<file path="src/rtl/noc_flit_vc_injector.sv">
// noc_flit_vc_injector: transmit end of a NoC flit link.
// A single-lane local flit stream (tagged with a VC id) fills one staging slot
// per VC. A round-robin arbiter picks among VCs whose slot is full and whose
// downstream vc_ready is high, loading a single registered output stage that
// drives the link with a one-hot per-VC valid. Each VC tracks packet framing.
// Optional feature macro: NOC_TX_FLIT_COUNT_EN (saturating link flit counter).
module noc_flit_vc_injector #(
    parameter int CHANNELS   = 2,
    parameter int FLIT_WIDTH = 32,
    parameter int HEAD_BIT   = FLIT_WIDTH - 1,
    parameter int TAIL_BIT   = FLIT_WIDTH - 2,
    parameter int VCW        = (CHANNELS > 1) ? $clog2(CHANNELS) : 1
) (
    input  logic                  noc_clk,
    input  logic                  noc_rst,
    input  logic                  i_clear,
    input  logic                  i_src_valid,
    output logic                  o_src_ready,
    input  logic [VCW-1:0]        i_src_vc,
    input  logic [FLIT_WIDTH-1:0] i_src_flit,
    output logic [CHANNELS-1:0]   o_link_valid,
    output logic [FLIT_WIDTH-1:0] o_link_flit,
    input  logic [CHANNELS-1:0]   i_link_ready,
    input  logic [CHANNELS-1:0]   i_link_vc_ready,
    output logic [CHANNELS-1:0]   o_busy,
    output logic                  o_proto_err,
    output logic [31:0]           o_flit_count
);

    typedef enum logic {ST_IDLE, ST_PKT} pkt_state_t;

    // Reset and clear share one flush path.
    logic flush;
    assign flush = noc_rst | i_clear;

    // Staging slots, one per VC.
    logic [CHANNELS-1:0]   slot_full_reg;
    logic [FLIT_WIDTH-1:0] slot_flit_reg [CHANNELS];

    // Single-entry output stage.
    logic                  out_valid_reg;
    logic [VCW-1:0]        out_vc_reg;
    logic [FLIT_WIDTH-1:0] out_flit_reg;

    logic [VCW-1:0]        ptr_reg;
    logic                  proto_err_reg;

    logic                  transfer;
    logic                  out_free;
    logic [CHANNELS-1:0]   eligible;
    logic                  grant_valid;
    logic [VCW-1:0]        grant_vc;
    logic [VCW:0]          cand;

    logic [VCW-1:0]        src_vc;
    logic                  src_vc_ok;
    logic                  src_ready;
    logic                  accept;

    logic [CHANNELS-1:0]   vc_busy;
    logic [CHANNELS-1:0]   vc_err;

    // With one VC the id input carries no information.
    assign src_vc    = (CHANNELS == 1) ? '0 : i_src_vc;
    assign src_vc_ok = (CHANNELS == 1) || ({1'b0, i_src_vc} < (VCW+1)'(CHANNELS));

    assign transfer = out_valid_reg & i_link_ready[out_vc_reg];
    assign out_free = ~out_valid_reg | transfer;
    assign eligible = slot_full_reg & i_link_vc_ready;

    // Round-robin search from ptr upward with wrap; first eligible VC wins.
    always_comb begin
        grant_valid = 1'b0;
        grant_vc    = '0;
        cand        = '0;
        for (int i = 0; i < CHANNELS; i++) begin
            cand = (VCW+1)'(ptr_reg) + (VCW+1)'(i);
            if (cand >= (VCW+1)'(CHANNELS))
                cand = cand - (VCW+1)'(CHANNELS);
            if (!grant_valid && out_free && eligible[cand[VCW-1:0]]) begin
                grant_valid = 1'b1;
                grant_vc    = cand[VCW-1:0];
            end
        end
    end

    // Source may write a slot that is empty or being drained this cycle.
    always_comb begin
        src_ready = 1'b0;
        if (!flush && src_vc_ok)
            src_ready = !slot_full_reg[src_vc] || (grant_valid && (grant_vc == src_vc));
    end

    assign o_src_ready = src_ready;
    assign accept      = i_src_valid & src_ready;

    // Slot fill/drain; a same-cycle drain and refill leaves the slot full.
    always_ff @(posedge noc_clk) begin
        if (flush) begin
            slot_full_reg <= '0;
        end else begin
            for (int v = 0; v < CHANNELS; v++) begin
                if (grant_valid && (grant_vc == VCW'(v)))
                    slot_full_reg[v] <= 1'b0;
                if (accept && (src_vc == VCW'(v))) begin
                    slot_full_reg[v] <= 1'b1;
                    slot_flit_reg[v] <= i_src_flit;
                end
            end
        end
    end

    // Output stage load and round-robin pointer advance.
    always_ff @(posedge noc_clk) begin
        if (flush) begin
            out_valid_reg <= 1'b0;
            out_vc_reg    <= '0;
            out_flit_reg  <= '0;
            ptr_reg       <= '0;
        end else if (out_free) begin
            out_valid_reg <= grant_valid;
            if (grant_valid) begin
                out_vc_reg   <= grant_vc;
                out_flit_reg <= slot_flit_reg[grant_vc];
                ptr_reg      <= (grant_vc == VCW'(CHANNELS - 1)) ? '0 : grant_vc + VCW'(1);
            end
        end
    end

    // Decode the held VC into the one-hot link valid.
    always_comb begin
        o_link_valid = '0;
        if (out_valid_reg)
            o_link_valid[out_vc_reg] = 1'b1;
    end

    assign o_link_flit = out_flit_reg;

    // Per-VC packet framing FSMs, advanced by link transfers on that VC.
    generate
        for (genvar gi = 0; gi < CHANNELS; gi++) begin : g_vc
            pkt_state_t state_reg;
            pkt_state_t state_next;
            logic       hit;
            logic       err_hit;

            assign hit = transfer && (out_vc_reg == VCW'(gi));

            // State register.
            always_ff @(posedge noc_clk) begin
                if (flush)
                    state_reg <= ST_IDLE;
                else
                    state_reg <= state_next;
            end

            // Next state and framing-error strobe.
            always_comb begin
                state_next = state_reg;
                err_hit    = 1'b0;
                if (hit) begin
                    case (state_reg)
                        ST_IDLE: begin
                            if (out_flit_reg[HEAD_BIT])
                                state_next = out_flit_reg[TAIL_BIT] ? ST_IDLE : ST_PKT;
                            else
                                err_hit = 1'b1;
                        end
                        ST_PKT: begin
                            if (out_flit_reg[HEAD_BIT]) begin
                                err_hit    = 1'b1;
                                state_next = out_flit_reg[TAIL_BIT] ? ST_IDLE : ST_PKT;
                            end else if (out_flit_reg[TAIL_BIT]) begin
                                state_next = ST_IDLE;
                            end
                        end
                        default: state_next = ST_IDLE;
                    endcase
                end
            end

            assign vc_busy[gi] = (state_reg == ST_PKT);
            assign vc_err[gi]  = err_hit;
        end
    endgenerate

    assign o_busy = vc_busy;

    // Sticky error: framing violation or out-of-range source VC.
    always_ff @(posedge noc_clk) begin
        if (flush)
            proto_err_reg <= 1'b0;
        else if ((i_src_valid && !src_vc_ok) || (|vc_err))
            proto_err_reg <= 1'b1;
    end

    assign o_proto_err = proto_err_reg;

`ifdef NOC_TX_FLIT_COUNT_EN
    logic [31:0] flit_count_reg;

    // Saturating count of link transfers.
    always_ff @(posedge noc_clk) begin
        if (flush)
            flit_count_reg <= '0;
        else if (transfer && (flit_count_reg != 32'hFFFF_FFFF))
            flit_count_reg <= flit_count_reg + 32'd1;
    end

    assign o_flit_count = flit_count_reg;
`else
    assign o_flit_count = '0;
`endif

endmodule
</file>
<file path="config.mk">
export PLATFORM = sky130hd
export DESIGN_NAME = noc_flit_vc_injector
export DESIGN_NICKNAME = d
export VERILOG_FILES = /design/src/rtl/noc_flit_vc_injector.sv
export SDC_FILE = /design/constraint.sdc
export NUM_CORES = 1
export LEC_CHECK = 0
export BUFFER_PORTS_ARGS = -buffer_cell sky130_fd_sc_hd__buf_2
export CORE_MARGIN = 2
export CORE_UTILIZATION = 51
export CTS_CLUSTER_SIZE = 12
export DETAILED_ROUTE_END_ITERATION = 16
export GPL_ROUTABILITY_DRIVEN = 0
export GPL_TIMING_DRIVEN = 0
export PLACE_DENSITY = 0.78
export SLEW_MARGIN = 30
export SYNTH_ARGS = -nofsm -noshare
export SYNTH_HDL_FRONTEND = slang
export SYNTH_SLANG_ARGS = --single-unit
</file>
<file path="constraint.sdc">
create_clock -name noc_clk -period 5.7 [get_ports noc_clk]
set_clock_uncertainty 0.2 [all_clocks]
set_input_delay 0.57 -clock noc_clk [delete_from_list [all_inputs] [get_ports noc_clk]]
set_output_delay 0.57 -clock noc_clk [all_outputs]
set_load 0.01 [all_outputs]
</file>
==> Word level (Yosys, flattened, before mapping) <==
Memory sizes are Yosys's and may differ from the RTL's. A register that Yosys moved wholly into a read port is not among the register bits.
Index checks and enable logic that the tools add are counted.
{ "totals": {"regBits": 8, "ramBits": 64, "inputBits": 41, "output_inout_bits": 70, "mem_count": 1} }
{ "classes": {"add_sub_neg": 4, "n_lt_le_gt_ge": 7, "n_eq_ne": 1, "mux": 42, "n_bitwise": 11, "n_reduce_logical": 19} }
{ "mem_list": {"columns": ["name", "depth", "word_bits", "rd", "rd_ports_with_merged_regs", "wr", "line_no", "text"], "rows": [
  ["slot_flit_reg", 2, 32, 1, 1, 1, "38", "logic [FLIT_WIDTH-1:0] slot_flit_reg [CHANNELS];"]
]} }
{ "op_table": {"columns": ["cell", "count"], "rows": [
  ["1-bit 2-to-1 mux", 35],
  ["32-bit 2-to-1 mux", 1],
  ["32-bit OR reduction", 1],
  ["1-bit logical AND", 11],
  ["1-bit by 2-bit < comparator with 1-bit output (second input constant)", 4],
  ["1-bit one-hot mux with 2 select lines", 4],
  ["1-bit NOT", 6],
  ["2-bit nonzero test", 2],
  ["1-bit by 1-bit adder with 2-bit output (second input constant)", 1],
  ["1-bit bitwise AND", 2],
  ["2-bit bitwise AND", 1],
  ["1-bit by 2-bit greater-or-equal comparator with 1-bit output (second input constant)", 1],
  ["2-bit greater-or-equal comparator (second input constant)", 1],
  ["1-bit logical NOT", 2],
  ["2-bit 2-to-1 mux", 1],
  ["1-bit bitwise OR", 2],
  ["2-bit AND reduction", 1],
  ["2-bit OR reduction", 1],
  ["1-bit subtractor (second input constant)", 2],
  ["1-bit adder (second input constant)", 1],
  ["1-bit demux with 1-bit select", 1],
  ["1-bit == test", 1],
  ["1-bit greater-or-equal comparator (second input constant)", 1],
  ["1-bit logical OR", 1]
]} }

==> Logic depth before layout (Yosys ltp) <==
Gate-level depths: netlist (run 1).
{ "depth": {"word_depth": 21, "depth_mapped": 6, "depth_no_buf": 4} }

==> Worst setup path before layout (run 1) <==
Ideal clock, no wire load.
{ "synth_path": {"path_type": "input port to flip-flop", "startpoint": "in i_clear", "endpoint": "mem slot_flit_reg[0][0], enable pin", "setup_ps": 468, "arrival_time_ps": 3537, "t_required_ps": 5032, "setup_slack_ps": 1495, "cell_stages": 3, "n_path_buf": 1, "path_cell_list": "or2_2 clkbuf_1 nor3b_1"} }
{ "synth_via": {"elab_chain_cells": 9} }
{ "synth_rtl": {"columns": ["element", "line_no", "text"], "rows": [
  ["start, declared", "16", "input logic i_clear,"],
  ["1-bit bitwise OR (*)", "34", "assign flush = noc_rst | i_clear;"],
  ["1-bit 2-to-1 mux", "90", "if (!flush && src_vc_ok)"],
  ["1-bit bitwise AND", "95", "assign accept = i_src_valid & src_ready;"],
  ["1-bit logical AND", "105", "if (accept && (src_vc == VCW'(v))) begin"],
  ["1-bit 2-to-1 mux", "105", null],
  ["1-bit 2-to-1 mux", "99", "if (flush) begin"],
  ["1-bit 2-to-1 mux (not written as such)", "107", "slot_flit_reg[v] <= i_src_flit;"],
  ["32-bit OR reduction (no line)", null, null],
  ["1-bit 2-to-1 mux (no line)", null, null],
  ["end, declared", "38", null]
]} }
Every way passes the cells marked *; elsewhere a longest branch is shown, timed or not.

==> Worst setup path in the final report (run 1) <==
{ "layout_path": {"startpoint": "reg out_vc_reg", "endpoint": "out o_src_ready"} }
{ "layout_via": {"elab_chain_cells": 14} }
{ "layout_rtl": {"columns": ["element", "line_no", "text"], "rows": [
  ["start, declared", "42", "logic [VCW-1:0] out_vc_reg;"],
  ["start signal, assigned", "123", "out_vc_reg <= grant_vc;"],
  ["1-bit 2-to-1 mux (not written as such) (*) (2 in series)", "67", "assign transfer = out_valid_reg & i_link_ready[out_vc_reg];"],
  ["1-bit bitwise AND (*)", "67", null],
  ["1-bit bitwise OR (*)", "68", "assign out_free = ~out_valid_reg | transfer;"],
  ["1-bit logical AND", "80", "if (!grant_valid && out_free && eligible[cand[VCW-1:0]]) begin"],
  ["1-bit 2-to-1 mux", "80", null],
  ["1-bit logical NOT", "80", null],
  ["1-bit logical AND (2 in series)", "80", null],
  ["1-bit 2-to-1 mux", "80", null],
  ["1-bit == test", "91", "src_ready = !slot_full_reg[src_vc] || (grant_valid && (grant_vc == src_vc));"],
  ["1-bit logical AND (*)", "91", null],
  ["1-bit logical OR (*)", "91", null],
  ["1-bit 2-to-1 mux (*)", "90", null],
  ["end, declared", "18", "output logic o_src_ready,"]
]} }
Every way passes the cells marked *; elsewhere a longest branch is shown, timed or not. The select of a mux whose other input is x is not followed.

==> results of run 1 <==
worst reg2reg max path, cell delays in order (launching register included):
cell,delay (ns)
dfxtp_1,0.33
nand2_1,0.12
a31oi_2,0.46
a21bo_2,0.24
nor3b_2,0.35
buf_4,0.26
buf_4,0.20
final timing paths:
check                                                      end  slack (ns)  cells past startpoint
worst min-delay path            slot_flit_reg[0][23]$_DFFE_PP_        0.20                      1
worst max register to register  slot_flit_reg[0][20]$_DFFE_PP_        3.25                      6
worst max-delay path                               o_src_ready        3.13                      5
worst min register to register    o_link_flit[18]$_SDFFE_PP0P_        0.26                      1
power breakdown:
group | internal, W | switching [W] | leakage (nW)
clock network | 0.000251 | 0.000240 | 0.109
logic | 0.0000393 | 0.0000461 | 0.913
registers | 0.000809 | 0.00000412 | 0.904
total | 0.00110 | 0.000290 | 1.93
cell type report:
type / count / share of cell area, %
clock inverters: 6 / 1.86
repair buffers: 83 / 9.26
flip-flops and latches: 104 / 56.3
clock buffers: 10 / 2.64
multi-input cells: 142 / 20.3
well taps: 99 / 2.56
plain buffers: 46 / 7.14
cell families (layout without fill, tap and decap cells):
| group | Yosys count | count (layout) | share of synthesized area [%] |
|---|---|---|---|
| other | 1 | 32 | 0.0955 |
| AOI/OAI and AO/OA | 77 | 77 | 15.9 |
| DFF | 104 | 104 | 69.4 |
| and+or+nand+nor | 22 | 22 | 3.12 |
| xor gates and xnor gates | 2 | 2 | 0.446 |
| buffers and inverters | 46 | 145 | 8.80 |
| muxes | 9 | 9 | 2.30 |
metrics by stage:
stage	util, %	area [sq um]	hold slack (ns)
finish	65.6	4840	0.196
global route	65.6	4840	0.174
detailed placement	62.7	4620	0.244
global placement	61.8	4560	0.243
CTS	65.6	4840	0.180
floorplan	-	4040	0.284
placed cells by master (no fill, tap or decap):
master / synthesis / layout
o22a_1: 1 / 1
clkinv_1: 0 / 1
inv_6: 0 / 3
or2_2: 1 / 1
a221oi_1: 1 / 1
buf_16: 0 / 1
and4_2: 0 / 1
dfxtp_1: 40 / 40
and2b_1: 1 / 1
a31oi_2: 1 / 1
buf_4: 34 / 38
edfxtp_1: 64 / 64
conb_1: 1 / 32
a21oi_1: 8 / 8
bufinv_16: 0 / 2
nor2_1: 3 / 3
and2_2: 2 / 2
and3_2: 1 / 1
nand3_1: 1 / 1
o21ai_0: 4 / 4
xnor2_1: 2 / 2
mux2i_1: 9 / 9
o2bb2ai_1: 30 / 30
nand2_2: 1 / 1
and2_1: 2 / 2
nand2b_1: 1 / 1
nor2b_1: 1 / 1
nor3b_2: 0 / 1
clkbuf_8: 0 / 9
buf_6: 5 / 5
o21ba_2: 1 / 1
o2bb2ai_2: 2 / 2
clkbuf_1: 1 / 2
a211oi_1: 2 / 2
a21bo_2: 1 / 1
a21oi_4: 1 / 1
nand2_1: 6 / 6
buf_2: 6 / 84
a21o_2: 1 / 1
a22oi_1: 24 / 24
routing by layer:
metal,GRT usage (%),vias up
met5,0,-
met4,8.96,0
met3,4.44,15
met2,30.0,100
met1,20.8,1142
li1,-,1191
==> results.json, run 1 <==
{
  "yosysWarnings": 0,
  "yosysTopAreaCell": "edfxtp_1",
  "setup_viol": 0,
  "regArea_sq_mm": 0.00272,
  "tightestPinTransition_ns": 0.506,
  "syn_inst": 261,
  "power_w": 0.00139,
  "rows": 31,
  "routed.top_layer": "met4",
  "die_h_um": 91.7,
  "setup_ws_ns": 3.13,
  "drv_cap": 0,
  "ant_nets": 0,
  "cts_setup_buffers": 0,
  "dp_cells": 474,
  "grt_antenna_before_repair": 0,
  "first_iter_violations": 71,
  "met3_length_um": 464,
  "pre_cts_ws_ns": 2.93,
  "relSlewSlack_pct": 66.1,
  "leakage_nw": 1.93,
  "path_buf_inv": 1,
  "slowest_stage": "dfxtp_1",
  "yosysTopAreaCellShare_pct": 49.0,
  "cp_cell_sequence": "mux2i_1 > nand2_2 > a21bo_2 > o22a_1 > buf_2",
  "critPathTopFamily": "compound AO/OA/AOI/OAI gates",
  "synth.most_common_cell": "edfxtp_1",
  "nNetsFinal": 427,
  "syn_area_sq_mm": 0.00393,
  "worst-setup-path-type": "reg2out",
  "avgSynthCellArea_sq_um": 15.0,
  "io_pins": 111,
  "min-delay-start": "i_src_flit[23]",
  "largest_reg_flops": 64,
  "initial_core_util_pct": 53.3,
  "startpoint_type": "flop",
  "clockBufferDepth": 2,
  "synth.cells.most_frequent": "edfxtp_1, dfxtp_1, buf_4",
  "yosys_register_bits": 104,
  "async_flop_share_pct": 0,
  "startpoint": "out_vc_reg$_SDFFE_PP0P_",
  "wl_um": 7040,
  "end_kind": "primary output",
  "peakVddDrop_uv": 179,
  "die_area_sq_mm": 0.00841,
  "path_clk_slew_ns": 0.10,
  "overflow": 0,
  "drc_errors": 0,
  "drtPass1Iterations": 4,
  "rsz0062_at_grt": "false",
  "cts_buffers": 9,
  "yosys_most_used_dff": "edfxtp_1",
  "critPathMaxStageDelay_ns": 0.40,
  "nFillCells": 557,
  "vias_per_cell": 5.00,
  "hold_viol": 0,
  "dp.final_hpwl_um": 5070,
  "path_max_fanout": 6,
  "powerDensity_mw_per_mm2": 287,
  "antenna_cells": 0,
  "synth_area_leaders": "edfxtp_1, dfxtp_1, o2bb2ai_1",
  "clock_latency_ns": 0.35,
  "cts_hold_buf": 0,
  "grt_pass1_vias": 2420,
  "port_buffers": 78,
  "htreeDepth": 3,
  "clockRootBuffer": "clkbuf_8",
  "period_share_pct": 45.1,
  "ys_types": 35,
  "clock-sinks": 104,
  "routedWlPerCell_um": 14.4,
  "crit_required_ns": 4.93,
  "synth_edf_count": 64,
  "die_width_um": 91.7,
  "wl_met1_um": 2990,
  "period_minus_slack_ns": 2.57,
  "status": "finished clean",
  "drive_gt1_share_pct": 39.9,
  "hold_class": "in2reg",
  "grt_pass1_wl_um": 11400,
  "multi_input_area_sq_um": 980,
  "yosysSeqAreaShare_pct": 69.4,
  "cts_tree": "yes",
  "arrival_ns": 1.80,
  "vias": 2448,
  "fmax_mhz": 389,
  "grt_max_degree": 23,
  "final.setup.tns_ns": 0,
  "core_area_sq_mm": 0.00737,
  "worstReg2RegStart": "slot_full_reg[0]$_SDFFE_PP0P_",
  "wl_met2_um": 3440,
  "area_growth_pct": 23.2,
  "slew_violations": 0,
  "finalNonFillerCells": 490,
  "cts-resized-gates": 0,
  "grt_usage_pct": 17.7
}
Note: power is estimated with default switching activity, not from simulation.
==> run 2, diff against run 1 <==
- clock period: 5.7 -> 2.4 ns (I/O delays scaled with it)
==> results.json, run 2 (synthesized netlist as in run 1, its figures left out) <==
{
  "largest_reg_flops": 64,
  "first_iter_violations": 90,
  "crit_top_cell": "buf_6",
  "clock-sinks": 104,
  "path_max_fanout": 10,
  "die_area_sq_mm": 0.00841,
  "nFillCells": 502,
  "drc_errors": 0,
  "slew_violations": 0,
  "initial_core_util_pct": 53.3,
  "antenna_cells": 0,
  "powerDensity_mw_per_mm2": 633,
  "period_share_pct": 94.9,
  "drive_gt1_share_pct": 37.6,
  "whs_path_depth": 3,
  "leakage_nw": 2.09,
  "drtPass1Iterations": 4,
  "setup_viol": 0,
  "postLayoutCoreUtil_pct": 70.8,
  "io_pins": 111,
  "dp.final_hpwl_um": 5030,
  "grt_max_degree": 20,
  "period_minus_slack_ns": 2.28,
  "routedWlPerCell_um": 14.7,
  "vias_per_cell": 4.99,
  "tightestPinTransition_ns": 0.502,
  "vias": 2631,
  "layout_common_cells": "buf_2, edfxtp_1, dfxtp_1",
  "wl_um": 7760,
  "hold_viol": 0,
  "grt_usage_pct": 18.7,
  "fmax_mhz": 439,
  "critPathTopFamily": "compound AO/OA/AOI/OAI gates",
  "port_buffers": 78,
  "cts_tree": "yes",
  "path_buf_inv": 2,
  "relSlewSlack_pct": 66.6,
  "htreeDepth": 3,
  "final_area_sq_mm": 0.00522,
  "ant_nets": 0,
  "rows": 31,
  "cts_buffers": 9,
  "worst-setup-path-type": "reg2reg",
  "arrival_ns": 2.15,
  "clockBufferDepth": 2,
  "reg2regPathDepth": 6,
  "crit_required_ns": 2.28,
  "clock_latency_ns": 0.36,
  "holdWs_ns": 0.0416,
  "hold_class": "in2reg",
  "mostFrequentLayoutCell": "buf_2",
  "die_h_um": 91.7,
  "status": "finished clean",
  "core_area_sq_mm": 0.00737,
  "grt_pass1_wl_um": 12000,
  "area_growth_pct": 32.9,
  "crit_cells": 6,
  "rsz0062_at_grt": "false",
  "drv_cap": 0,
  "critPathMaxStageDelay_ns": 0.36,
  "cp_cell_sequence": "nand2_1 > a31oi_4 > a21bo_2 > nor3b_4 > buf_6 > buf_6",
  "slowest_stage": "dfxtp_1",
  "nNetsFinal": 464,
  "path_clk_slew_ns": 0.10,
  "die_width_um": 91.7,
  "startpoint_type": "flop",
  "grt_pass1_vias": 2495,
  "dpl_cell_area_sq_mm": 0.00463,
  "overflow": 0,
  "clockRootBuffer": "clkbuf_8",
  "peakVddDrop_uv": 592,
  "grt_antenna_before_repair": 0,
  "end_kind": "flop"
}
==> run 2: worst paths after layout <==
check	from	end	slack, ns
max	slot_full_reg[0]$_SDFFE_PP0P_	slot_flit_reg[0][24]$_DFFE_PP_	0.12
min reg2reg	o_link_flit[25]$_SDFFE_PP0P_	o_link_flit[25]$_SDFFE_PP0P_	0.27
max reg2reg	slot_full_reg[0]$_SDFFE_PP0P_	slot_flit_reg[0][24]$_DFFE_PP_	0.12
min	i_link_ready[0]	g_vc[0].state_reg$_SDFFE_PP0P_	0.04
==> run 2: per-stage QoR <==
step	instances	power [W]	worst slack (ns)	setup TNS, ns
after floorplan	292	0.00210	0.0242	0
after global placement	469	0.00217	-0.706	-36.00
after detailed placement	473	0.00218	-0.0306	-0.300
after CTS	523	0.00331	0.0655	0
after global routing	527	0.00341	0.0196	0
final	527	0.00330	0.122	0
==> run 2: where the power goes <==
group          internal [W]  switching, W
combinational      0.000133      0.000121
sequential          0.00192     0.0000101
clock              0.000503      0.000610
==> run 2: final cells by class <==
type	instances	area (sq um)	area share (%)
Sequential cell	104	2720	52.2
Multi-Input combinational cell	142	996	19.1
Timing Repair Buffer	120	822	15.8
Buffer	46	345	6.62
Clock buffer	9	124	2.38
Tap cell	99	124	2.38
Clock inverter	7	81.3	1.56
==> run 2: what timing repair did <==
action	4_1_cts	5_1_grt
gates resized for setup	1	1
setup buffers	0	4
hold buffers	34	0
hold endpoints to repair	65	0
endpoints found under the setup margin	10	29
==> run 2: worst min-delay path: stages <==
cell      delay [ns]
buf_2           0.08
and2_1          0.16
a211oi_1        0.08
==> run 2: per-layer routing <==
metal / vias to the layer above / global-route usage, % / wire length, um
met5: - / 0 / 0
met4: 0 / 8.58 / 161
li1: 1272 / - / -
met2: 104 / 33.9 / 3940
met3: 14 / 4.35 / 506
met1: 1241 / 20.8 / 3150
